$ cat config.mk
export PLATFORM = sky130hd
export DESIGN_NAME = cpu_trace_buffer_flat
export DESIGN_NICKNAME = d
export VERILOG_FILES = /design/src/rtl/cpu_trace_pkg.sv /design/src/rtl/cpu_trace_buffer_if.sv /design/src/rtl/cpu_trace_ram.sv /design/src/rtl/cpu_trace_buffer.sv /design/src/flat_wrapper.sv
export SDC_FILE = /design/constraint.sdc
export NUM_CORES = 2
export LEC_CHECK = 0
export CAP_MARGIN = 10
export CORE_ASPECT_RATIO = 1.4
export CORE_MARGIN = 8
export CORE_UTILIZATION = 30
export CTS_CLUSTER_DIAMETER = 200
export DETAILED_ROUTE_END_ITERATION = 7
export PLACE_DENSITY = 0.55
export SLEW_MARGIN = 40
export SYNTH_ARGS = -nofsm -noshare
export SYNTH_HDL_FRONTEND = slang
export SYNTH_HIERARCHICAL = 1
export SYNTH_MEMORY_MAX_BITS = 65536
export SYNTH_SLANG_ARGS = --single-unit
export TNS_END_PERCENT = 10
$ cat constraint.sdc
create_clock -name MAX10_CLK1_50 -period 7.4 [get_ports MAX10_CLK1_50]
set_input_delay 1.48 -clock MAX10_CLK1_50 [delete_from_list [all_inputs] [get_ports MAX10_CLK1_50]]
set_output_delay 1.48 -clock MAX10_CLK1_50 [all_outputs]
set_load 0.02 [all_outputs]
$ cat src/rtl/cpu_trace_pkg.sv
// cpu_trace_pkg: shared definitions for the CPU trace buffer.
//   - state_t      : capture FSM encoding (also exported on the state port)
//   - TRIG_*       : trigger-mode encodings for trig_mode
//   - entry_w()    : width of one packed trace entry
//   - OFF_*/off_*(): bit offsets of each field inside a packed entry
//     Entry layout, MSB to LSB: {pc, instr, we, waddr, wdata}
package cpu_trace_pkg;

  typedef enum logic [1:0] {
    ST_IDLE  = 2'd0,
    ST_ARMED = 2'd1,
    ST_POST  = 2'd2,
    ST_DONE  = 2'd3
  } state_t;

  localparam logic [1:0] TRIG_IMM   = 2'd0;  // first sample after arm
  localparam logic [1:0] TRIG_PC    = 2'd1;  // pc_in == trig_pc
  localparam logic [1:0] TRIG_REG   = 2'd2;  // rf_we_in && rf_waddr_in == trig_reg
  localparam logic [1:0] TRIG_PC_WE = 2'd3;  // pc_in == trig_pc && rf_we_in

  function automatic int entry_w(int pc_w, int data_w, int raddr_w);
    return pc_w + 2 * data_w + raddr_w + 1;
  endfunction

  localparam int OFF_WDATA = 0;

  function automatic int off_waddr(int data_w);
    return data_w;
  endfunction

  function automatic int off_we(int data_w, int raddr_w);
    return data_w + raddr_w;
  endfunction

  function automatic int off_instr(int data_w, int raddr_w);
    return data_w + raddr_w + 1;
  endfunction

  function automatic int off_pc(int data_w, int raddr_w);
    return 2 * data_w + raddr_w + 1;
  endfunction

endpackage

$ cat src/rtl/cpu_trace_buffer_if.sv
// cpu_trace_buffer_if: control, probe, readout and status signals of the
// trace buffer.
//   master : the bench / debug bridge / CPU probe side (drives controls,
//            probes and read requests; observes readout and status)
//   slave  : the trace buffer itself
// Readout handshake: rd_en is a request with no back-pressure (the buffer
// accepts one read every cycle); rd_valid is a one-cycle pulse exactly one
// clock after the accepting edge and qualifies rd_data, which then holds
// until the next accepted read.
interface cpu_trace_buffer_if
  import cpu_trace_pkg::*;
#(
  parameter int PC_W    = 8,
  parameter int DATA_W  = 32,
  parameter int RADDR_W = 5,
  parameter int DEPTH   = 64
);
  localparam int AW      = $clog2(DEPTH);
  localparam int ENTRY_W = entry_w(PC_W, DATA_W, RADDR_W);

  logic               arm;
  logic               abort;
  logic [1:0]         trig_mode;
  logic [PC_W-1:0]    trig_pc;
  logic [RADDR_W-1:0] trig_reg;
  logic [AW:0]        post_count;
  logic               sample_en;
  logic [PC_W-1:0]    pc_in;
  logic [DATA_W-1:0]  instr_in;
  logic               rf_we_in;
  logic [RADDR_W-1:0] rf_waddr_in;
  logic [DATA_W-1:0]  rf_wdata_in;
  logic               rd_en;
  logic [AW-1:0]      rd_addr;
  logic [ENTRY_W-1:0] rd_data;
  logic               rd_valid;
  logic [1:0]         state;
  logic               triggered;
  logic               done;
  logic [AW:0]        count;
  logic [AW-1:0]      trig_index;

  modport master (
    output arm, abort, trig_mode, trig_pc, trig_reg, post_count, sample_en,
           pc_in, instr_in, rf_we_in, rf_waddr_in, rf_wdata_in, rd_en, rd_addr,
    input  rd_data, rd_valid, state, triggered, done, count, trig_index
  );

  modport slave (
    input  arm, abort, trig_mode, trig_pc, trig_reg, post_count, sample_en,
           pc_in, instr_in, rf_we_in, rf_waddr_in, rf_wdata_in, rd_en, rd_addr,
    output rd_data, rd_valid, state, triggered, done, count, trig_index
  );

endinterface

$ cat src/rtl/cpu_trace_ram.sv
// cpu_trace_ram: simple dual-port RAM, 2**ADDR_W x WIDTH.
//   clk          : clock
//   we/waddr/wdata: write port
//   re/raddr     : read request; rdata updates one clock later and holds
// A read of the address being written in the same cycle returns the old
// contents. No reset on the array or read register so it maps to block RAM.
module cpu_trace_ram #(
  parameter int WIDTH  = 78,
  parameter int ADDR_W = 6
) (
  input  logic              clk,
  input  logic              we,
  input  logic [ADDR_W-1:0] waddr,
  input  logic [WIDTH-1:0]  wdata,
  input  logic              re,
  input  logic [ADDR_W-1:0] raddr,
  output logic [WIDTH-1:0]  rdata
);

  logic [WIDTH-1:0] mem [2**ADDR_W];

  always_ff @(posedge clk) begin
    if (we) mem[waddr] <= wdata;
    if (re) rdata <= mem[raddr];
  end

endmodule

$ cat src/rtl/cpu_trace_buffer.sv
// cpu_trace_buffer: triggerable circular capture of the CPU debug probes.
//   MAX10_CLK1_50 : clock (rising edge)
//   reset         : asynchronous, active-high
//   bus (slave)   : arm/abort, trigger setup, probe inputs, readout port and
//                   status (state, triggered, done, count, trig_index)
// IDLE -arm-> ARMED -trigger-> POST -post_count samples-> DONE.
// Logical read index 0 is always the oldest stored entry.
module cpu_trace_buffer
  import cpu_trace_pkg::*;
#(
  parameter int PC_W    = 8,
  parameter int DATA_W  = 32,
  parameter int RADDR_W = 5,
  parameter int DEPTH   = 64
) (
  input  logic        MAX10_CLK1_50,
  input  logic        reset,
  cpu_trace_buffer_if.slave bus
);

  localparam int AW        = $clog2(DEPTH);
  localparam int ENTRY_W   = entry_w(PC_W, DATA_W, RADDR_W);
  localparam int OFF_WADDR = off_waddr(DATA_W);
  localparam int OFF_WE    = off_we(DATA_W, RADDR_W);
  localparam int OFF_INSTR = off_instr(DATA_W, RADDR_W);
  localparam int OFF_PC    = off_pc(DATA_W, RADDR_W);
  localparam logic [AW:0] DEPTH_C  = (AW+1)'(DEPTH);
  localparam logic [AW:0] MAX_POST = (AW+1)'(DEPTH - 1);

  state_t             state_q, state_d;
  logic [AW-1:0]      wr_ptr, trig_ptr, remaining, post_eff;
  logic [AW:0]        count;
  logic               triggered;
  logic [1:0]         mode_q;
  logic [PC_W-1:0]    tpc_q;
  logic [RADDR_W-1:0] treg_q;
  logic               start, wr_en, hit;
  logic [ENTRY_W-1:0] wr_entry, ram_q;
  logic [AW-1:0]      oldest, rd_phys;
  logic               rd_valid_q, rd_zero_q;

  // Trigger compare against the values latched at arm time.
  always_comb begin
    hit = 1'b0;
    case (mode_q)
      TRIG_IMM:   hit = 1'b1;
      TRIG_PC:    hit = (bus.pc_in == tpc_q);
      TRIG_REG:   hit = bus.rf_we_in && (bus.rf_waddr_in == treg_q);
      TRIG_PC_WE: hit = (bus.pc_in == tpc_q) && bus.rf_we_in;
      default:    hit = 1'b0;
    endcase
  end

  // Next state. abort beats arm; arm restarts from any state and the arm
  // cycle itself never writes.
  always_comb begin
    state_d = state_q;
    start   = 1'b0;
    wr_en   = 1'b0;
    if (bus.abort) begin
      state_d = ST_IDLE;
    end else if (bus.arm) begin
      state_d = ST_ARMED;
      start   = 1'b1;
    end else begin
      case (state_q)
        ST_ARMED: if (bus.sample_en) begin
          wr_en = 1'b1;
          if (hit) state_d = (post_eff == '0) ? ST_DONE : ST_POST;
        end
        ST_POST: if (bus.sample_en) begin
          wr_en = 1'b1;
          if (remaining == AW'(1)) state_d = ST_DONE;
        end
        default: ;
      endcase
    end
  end

  always_ff @(posedge MAX10_CLK1_50 or posedge reset) begin
    if (reset) begin
      state_q   <= ST_IDLE;
      wr_ptr    <= '0;
      count     <= '0;
      triggered <= 1'b0;
      trig_ptr  <= '0;
      remaining <= '0;
      post_eff  <= '0;
      mode_q    <= TRIG_IMM;
      tpc_q     <= '0;
      treg_q    <= '0;
    end else begin
      state_q <= state_d;
      if (start) begin
        wr_ptr    <= '0;
        count     <= '0;
        triggered <= 1'b0;
        // A post window of DEPTH would overwrite the trigger sample itself.
        post_eff  <= (bus.post_count > MAX_POST) ? MAX_POST[AW-1:0]
                                                 : bus.post_count[AW-1:0];
        mode_q    <= bus.trig_mode;
        tpc_q     <= bus.trig_pc;
        treg_q    <= bus.trig_reg;
      end
      if (wr_en) begin
        wr_ptr <= wr_ptr + 1'b1;
        if (count != DEPTH_C) count <= count + 1'b1;
        if (state_q == ST_ARMED && hit) begin
          trig_ptr  <= wr_ptr;
          triggered <= 1'b1;
          remaining <= post_eff;
        end else if (state_q == ST_POST) begin
          remaining <= remaining - 1'b1;
        end
      end
    end
  end

  always_comb begin
    wr_entry = '0;
    wr_entry[OFF_PC    +: PC_W]    = bus.pc_in;
    wr_entry[OFF_INSTR +: DATA_W]  = bus.instr_in;
    wr_entry[OFF_WE]               = bus.rf_we_in;
    wr_entry[OFF_WADDR +: RADDR_W] = bus.rf_waddr_in;
    wr_entry[OFF_WDATA +: DATA_W]  = bus.rf_wdata_in;
  end

  // count only reaches DEPTH (top bit set) once the buffer has wrapped; from
  // then on the next slot to be written is also the oldest one.
  assign oldest  = count[AW] ? wr_ptr : '0;
  assign rd_phys = oldest + bus.rd_addr;

  cpu_trace_ram #(
    .WIDTH  (ENTRY_W),
    .ADDR_W (AW)
  ) u_ram (
    .clk   (MAX10_CLK1_50),
    .we    (wr_en),
    .waddr (wr_ptr),
    .wdata (wr_entry),
    .re    (bus.rd_en),
    .raddr (rd_phys),
    .rdata (ram_q)
  );

  // rd_zero_q masks reads past the stored window and also keeps rd_data at
  // zero after reset, since the RAM read register itself is not reset.
  always_ff @(posedge MAX10_CLK1_50 or posedge reset) begin
    if (reset) begin
      rd_valid_q <= 1'b0;
      rd_zero_q  <= 1'b1;
    end else begin
      rd_valid_q <= bus.rd_en;
      if (bus.rd_en) rd_zero_q <= ({1'b0, bus.rd_addr} >= count);
    end
  end

  assign bus.rd_data    = rd_zero_q ? '0 : ram_q;
  assign bus.rd_valid   = rd_valid_q;
  assign bus.state      = state_q;
  assign bus.triggered  = triggered;
  assign bus.done       = (state_q == ST_DONE);
  assign bus.count      = count;
  assign bus.trig_index = trig_ptr - oldest;

endmodule

$ cat src/flat_wrapper.sv
// flat-port wrapper written by rule: the top's interface ports become plain ports
module cpu_trace_buffer_flat import cpu_trace_pkg::*;
#(
  parameter int PC_W    = 8,
  parameter int DATA_W  = 32,
  parameter int RADDR_W = 5,
  parameter int DEPTH   = 64
)
  (MAX10_CLK1_50, reset, bus_arm, bus_abort, bus_trig_mode, bus_trig_pc, bus_trig_reg, bus_post_count, bus_sample_en, bus_pc_in, bus_instr_in, bus_rf_we_in, bus_rf_waddr_in, bus_rf_wdata_in, bus_rd_en, bus_rd_addr, bus_rd_data, bus_rd_valid, bus_state, bus_triggered, bus_done, bus_count, bus_trig_index);
  cpu_trace_buffer_if #(.PC_W(PC_W), .DATA_W(DATA_W), .RADDR_W(RADDR_W), .DEPTH(DEPTH)) bus_i ();
  input  logic MAX10_CLK1_50;
  input  logic reset;
  input wire logic [$bits(bus_i.arm)-1:0] bus_arm;
  input wire logic [$bits(bus_i.abort)-1:0] bus_abort;
  input wire logic [$bits(bus_i.trig_mode)-1:0] bus_trig_mode;
  input wire logic [$bits(bus_i.trig_pc)-1:0] bus_trig_pc;
  input wire logic [$bits(bus_i.trig_reg)-1:0] bus_trig_reg;
  input wire logic [$bits(bus_i.post_count)-1:0] bus_post_count;
  input wire logic [$bits(bus_i.sample_en)-1:0] bus_sample_en;
  input wire logic [$bits(bus_i.pc_in)-1:0] bus_pc_in;
  input wire logic [$bits(bus_i.instr_in)-1:0] bus_instr_in;
  input wire logic [$bits(bus_i.rf_we_in)-1:0] bus_rf_we_in;
  input wire logic [$bits(bus_i.rf_waddr_in)-1:0] bus_rf_waddr_in;
  input wire logic [$bits(bus_i.rf_wdata_in)-1:0] bus_rf_wdata_in;
  input wire logic [$bits(bus_i.rd_en)-1:0] bus_rd_en;
  input wire logic [$bits(bus_i.rd_addr)-1:0] bus_rd_addr;
  output wire logic [$bits(bus_i.rd_data)-1:0] bus_rd_data;
  output wire logic [$bits(bus_i.rd_valid)-1:0] bus_rd_valid;
  output wire logic [$bits(bus_i.state)-1:0] bus_state;
  output wire logic [$bits(bus_i.triggered)-1:0] bus_triggered;
  output wire logic [$bits(bus_i.done)-1:0] bus_done;
  output wire logic [$bits(bus_i.count)-1:0] bus_count;
  output wire logic [$bits(bus_i.trig_index)-1:0] bus_trig_index;
  assign bus_i.arm = bus_arm;
  assign bus_i.abort = bus_abort;
  assign bus_i.trig_mode = bus_trig_mode;
  assign bus_i.trig_pc = bus_trig_pc;
  assign bus_i.trig_reg = bus_trig_reg;
  assign bus_i.post_count = bus_post_count;
  assign bus_i.sample_en = bus_sample_en;
  assign bus_i.pc_in = bus_pc_in;
  assign bus_i.instr_in = bus_instr_in;
  assign bus_i.rf_we_in = bus_rf_we_in;
  assign bus_i.rf_waddr_in = bus_rf_waddr_in;
  assign bus_i.rf_wdata_in = bus_rf_wdata_in;
  assign bus_i.rd_en = bus_rd_en;
  assign bus_i.rd_addr = bus_rd_addr;
  assign bus_rd_data = bus_i.rd_data;
  assign bus_rd_valid = bus_i.rd_valid;
  assign bus_state = bus_i.state;
  assign bus_triggered = bus_i.triggered;
  assign bus_done = bus_i.done;
  assign bus_count = bus_i.count;
  assign bus_trig_index = bus_i.trig_index;
  cpu_trace_buffer #(.PC_W(PC_W), .DATA_W(DATA_W), .RADDR_W(RADDR_W), .DEPTH(DEPTH)) u_core (.MAX10_CLK1_50(MAX10_CLK1_50), .reset(reset), .bus(bus_i));
endmodule
* Word-level counts from Yosys, hierarchy flattened *
Memory sizes are Yosys's and may differ from the RTL's. A register that Yosys moved wholly into a read port is not among the register bits.
Cells that the tools add are included.

storage, ports and cells
  logic and storage cells = 76
  input port bits = 112
  output and inout bits = 96
  register bits after elaboration = 51
  bits in writable memories = 4992
  memories = 1

operators by class
  multiplexer cells = 30
  $add $sub $neg = 5
  reduce and logical (&&, ||, !) cells = 12
  equality and inequality tests = 14
  $lt $le $gt $ge = 2

memory list
  memory            depth  bits a word  rd ports  clocked after Yosys merged registers in  wr ports  RTL line             RTL
  u_core.u_ram.mem  64     78           1         1                                        1         cpu_trace_ram.sv:20  logic [WIDTH-1:0] mem [2**ADDR_W];

operator list
  kind                                                           count
  two-way mux 78 bit                                             1
  two-way mux 6 bit                                              6
  two-way mux 7 bit                                              3
  two-way mux 1 bit                                              12
  two-way mux 2 bit                                              6
  == test 2 bit, second input constant                           4
  == test 8 bit                                                  1
  != test 4 x 3 -> 1 bit, second input constant                  2
  != test 4 bit, second input constant                           2
  adder 7 x 1 -> 7 bit, second input constant                    1
  >= comparator 6 x 7 -> 1 bit                                   1
  greater-than comparator 7 x 6 -> 1 bit, second input constant  1
  != test 7 bit, second input constant                           1
  adder 6 x 1 -> 6 bit, second input constant                    1
  adder 6 bit                                                    1
  == test 6 x 1 -> 1 bit, second input constant                  1
  logical NOT 6 bit                                              1
  subtractor 6 x 1 -> 6 bit, second input constant               1
  subtractor 6 bit                                               1
  == test 5 bit                                                  1
  AND reduction 5 bit                                            1
  == test 2 x 1 -> 1 bit, second input constant                  2
  one-hot mux 1 bit (4 select lines)                             1
  one-hot mux 2 bit (2 select lines)                             1
  other kinds (6)                                                10

* Depth between registers and ports, before layout *
  depth after elaboration = 8
  gate-level depth with buffers = 16
  depth with buffers taken out = 13

* By module *
The synthesis kept the hierarchy.

by module, submodules not included
  module            seq. area each (sq um)  instances  area each (sq um)  cells each
  cpu_trace_ram     152246.0                1          191713.9           8237
  cpu_trace_buffer  1277.5                  1          3549.7             418

* Least setup slack after synthesis *
Ideal clock, no wire load.

  path type = in2reg
  start = input port bus_sample_en
  end = memory u_core.u_ram.mem[49][0], enable pin
  data arrival time = 7.611 ns
  required time = 6.790 ns
  library setup time = 0.610 ns
  path slack = -0.820 ns
  cell stages on the path = 6
  path buffers = 1
  cells stage by stage = nor2b_1 nand2_1 inv_2 buf_2 nand4_1 nor3_1

on the way
  longest elaborated chain between the ends = 6

RTL lines
  what                                     RTL line                                        RTL
  start, declared                          flat_wrapper.sv:19                              input wire logic [$bits(bus_i.sample_en)-1:0] bus_sample_en;
  two-way mux 1 bit                        cpu_trace_buffer.sv:67, cpu_trace_buffer.sv:71
  two-way mux 1 bit                        n/a
  two-way mux 1 bit                        cpu_trace_buffer.sv:62                          end else if (bus.arm) begin
  two-way mux 1 bit                        cpu_trace_buffer.sv:60                          if (bus.abort) begin
  via u_core.wr_en                         cpu_trace_buffer.sv:37                          logic start, wr_en, hit;
  two-way mux 1 bit                        cpu_trace_ram.sv:23                             if (we) mem[waddr] <= wdata;
  two-way mux 1 bit (not written as such)  cpu_trace_ram.sv:23
  end, declared                            cpu_trace_ram.sv:20

The timed path passes the listed nets, and every way through them passes these cells.

* Final worst setup path *
  start = register u_core.count[6], in the netlist u_core/bus.count[6]
  end = output port bus_trig_index[5]

on the way
  longest elaborated chain between the ends = 2

RTL lines
  what                    RTL line                 RTL
  start, declared         cpu_trace_buffer.sv:32   logic [AW:0] count;
  start signal, assigned  cpu_trace_buffer.sv:107  if (count != DEPTH_C) count <= count + 1'b1;
  two-way mux 6 bit       cpu_trace_buffer.sv:130  assign oldest = count[AW] ? wr_ptr : '0;
  subtractor 6 bit        cpu_trace_buffer.sv:164  assign bus.trig_index = trig_ptr - oldest;
  end, declared           flat_wrapper.sv:33       output wire logic [$bits(bus_i.trig_index)-1:0] bus_trig_index;

No other way between the ends.

==> metrics.yaml <==
place.gp.congestion: 0.784
yosys.area.top_type: "edfxtp_1"
first_iter_violations: 11900
fillCellCount: 59100
layout.nets: 9413
relSlewSlack: 0.335
clock_sinks: 5121
cp_max_fo: 12
synth_edf_count: 5070
hp-start: "u_core/remaining[5]$_DFFE_PP0P_"
synth-main-ff-cell: "edfxtp_1"
cp_common_cell: "a21oi_1"
portBuffers: 207
ys_seq_area_frac: 0.786
cts_root_buffer: "clkbuf_16"
fin_cells: 18300
netlist_instances: 8655
p_per_area_mw_per_mm2: 262
fp-row-count: 350
h-tree-depth: 5
netlist_area_sq_mm: 0.195
fin_ws_ns: 2.24
track_usage: 0.175
hp-class: "register to register"
drc: 0
crit_path_top_delay_cell: "clkdlybuf4s50_1"
p_comb_frac: 0.050
drtPass1Iterations: 6
skew_ns: 0.110
crit_chain: "and2_1 > ha_1 > inv_1 > a21o_1 > a21oi_1 > o21bai_1 > a21oi_1 > xnor2_1 > clkdlybuf4s50_1"
endpoint_kind: "output pin"
switching_share: 0.217
synth_area_per_cell_sq_um: 22.6
dpl.cell_count: 17400
cts.clk_slew.worst_paths_ns: 0.06
coreArea_sq_mm: 0.649
reg2reg_depth: 14
die_w_um: 698
synth_area_leaders: "edfxtp_1, mux4_2, mux2i_1"
power.switching_uw: 13000
period_share: 0.697
cp-startpoint: "u_core/bus.count[6]$_DFF_PP0_"
status: "finished clean"
syn-num-nets: 8793
ir_drop_mv: 0.280
vias: 97800
synth_cell_type_count: 59
yosysWarningCount: 6
report.final.slew_viol_count: 0
dieArea_sq_mm: 0.677
clkPwrFrac: 0.411
worstSkewPairLatency_ns: 1.02
worst_setup_path_start_kind: "register"
fin_crit_ns: 5.16
hold_viol: 0
fin_util: 0.351
grt.overflow.total: 0
ant_nets: 0
initial_core_util: 0.301
post-cts-setup-buffers: 0
place_hpwl_um: 344000
cts_resized: 0
ys_async_sr_fraction: 0.00996
io_pins: 208
cts_tree: "yes"
cts_made_buffers: 475
grt_max_degree: 110
r2r-start: "u_core/bus.count[6]$_DFF_PP0_"
grt_pass1_vias: 100000
drive_gt1_frac: 0.266
synth_top_area_frac: 0.780
clockBufferDepth: 4
antenna_found_initial: 75
hold_buffers: 0
intPower_uw: 46700
dieHeight_um: 971
synthTopCellsByCount: "edfxtp_1, mux4_2, nand2_1"
wl_um: 614000
avgViaCountPerCell: 5.34
worst_slew_pin_slew_ns: 0.998
final-setup-viol-count: 0
syn_to_final_growth_pct: 16.4
leakage_uw: 0.0694
dp_slack_ns: 1.40
criticalPathCategory: "register to output pin"
rsz0062_at_grt: "false"
hold_depth: 1
grt_pass1_wl_um: 835000
ys_ff_latch: 5121
drv_cap: 0
worstPathRequired_ns: 5.92
critPathMaxStageDelay_ns: 0.67
p_seq_frac: 0.539
max_freq_mhz: 194
synth_most_common_cell: "edfxtp_1"
critPathArrivalTime_ns: 3.68
wl_per_cell_um: 33.6
-- cell type report --
class / instances / area, sq um / share of cell area
antenna: 18 / 45.0 / 0.000198
clock buffer: 574 / 12300 / 0.0539
tap: 8624 / 10800 / 0.0475
sequential: 5121 / 154000 / 0.675
timing repair buffer: 634 / 7600 / 0.0335
multi-input combinational: 3009 / 39800 / 0.175
clock inverter: 293 / 3190 / 0.0140
inverter: 34 / 135 / 0.000594
-- worst max-delay path, delay by kind of cell (launching register included) --
| kind | cells | cell delay [ns] |
|---|---|---|
| AND/OR/NAND/NOR | 1 | 0.30 |
| buffers and inverters | 2 | 0.72 |
| XOR/XNOR | 1 | 0.20 |
| flip-flops | 1 | 0.56 |
| AO/OA/AOI/OAI | 4 | 0.65 |
| adder cells (fa/ha/maj) | 1 | 0.23 |
-- kinds of logic after synthesis --
kind of cell / Yosys count / share of synthesized area
flops: 5121 / 0.786
compound gates: 497 / 0.0182
buf+inv: 525 / 0.0134
fa+ha+maj: 26 / 0.00174
simple gates: 1047 / 0.0267
xor+xnor: 24 / 0.00108
mux: 1415 / 0.153
-- layer usage --
metal / up-vias / wire [um] / GRT usage
met2: 4751 / 313000 / 0.309
met4: 48 / 23100 / 0.0597
li1: 37900 / - / -
met1: 54000 / 226000 / 0.217
met3: 1054 / 51200 / 0.0309
met5: - / 287 / 0
-- worst paths after layout --
path,endpoint,slack [ns]
max in group asynchronous,u_core/tpc_q[3]$_DFFE_PP0P_,5.81
hold / removal,u_core/remaining[5]$_DFFE_PP0P_,0.50
min in group asynchronous,u_core/bus.count[1]$_DFF_PP0_,0.93
hold reg to reg,u_core/remaining[5]$_DFFE_PP0P_,0.50
setup reg to reg,u_core/u_ram/rdata[12]$_DFFE_PP_,2.41
setup / recovery,bus_trig_index[5],2.24
-- power by group through the flow --
stage	combinational, uW	clock, uW	sequential (uW)
finish	2970	24500	32100
detailed placement	3010	0	32800
global route	3160	25900	32100
floorplan	1580	0	32600
global placement	2910	0	32800
CTS	3020	24900	32100
-- state kept, by name (all words and copies together), names as in the netlist, 2 cells and up --
signal and flops:
u_core/u_ram/mem 4992, u_core/u_ram/rdata 78, u_core/tpc_q 8, u_core/bus.count 7
u_core/post_eff 6, u_core/remaining 6, u_core/trig_ptr 6, u_core/wr_ptr 6
u_core/treg_q 5, u_core/bus.state 2, u_core/mode_q 2
-- cells in the final DEF, fill, tap and decap left out, types with 22 or more instances in the layout --
cell and instances:
edfxtp_1 5070, clkinv_1 112, nand2_1 291, clkbuf_1 99, nor2_4 64, nor2_1 63
o221ai_1 54, a22oi_1 156, a41oi_1 52, nand3_1 224, or2_2 57, inv_1 31
dfrtp_1 50, or3_1 56, clkdlybuf4s50_1 128, bufinv_16 50, buf_4 287, ha_1 23
nor2b_1 110, o22ai_1 104, buf_16 22, and3_1 27, mux2i_1 161, a211oi_1 27
clkinv_2 73, buf_12 156, mux4_2 1248, clkbuf_16 476, o21ai_0 49, nand4_1 112
-- through the flow --
stage               hold WS [ns]  cell area [sq um]  setup TNS, ns  power (uW)
floorplan                  0.445             195000         -63.98       34200
global placement           0.469             211000              0       35700
detailed placement         0.485             212000              0       35800
CTS                        0.498             227000              0       60100
global route               0.511             227000              0       61200
finish                     0.499             227000              0       59600
No activity file was read; power rests on OpenSTA's default activity.
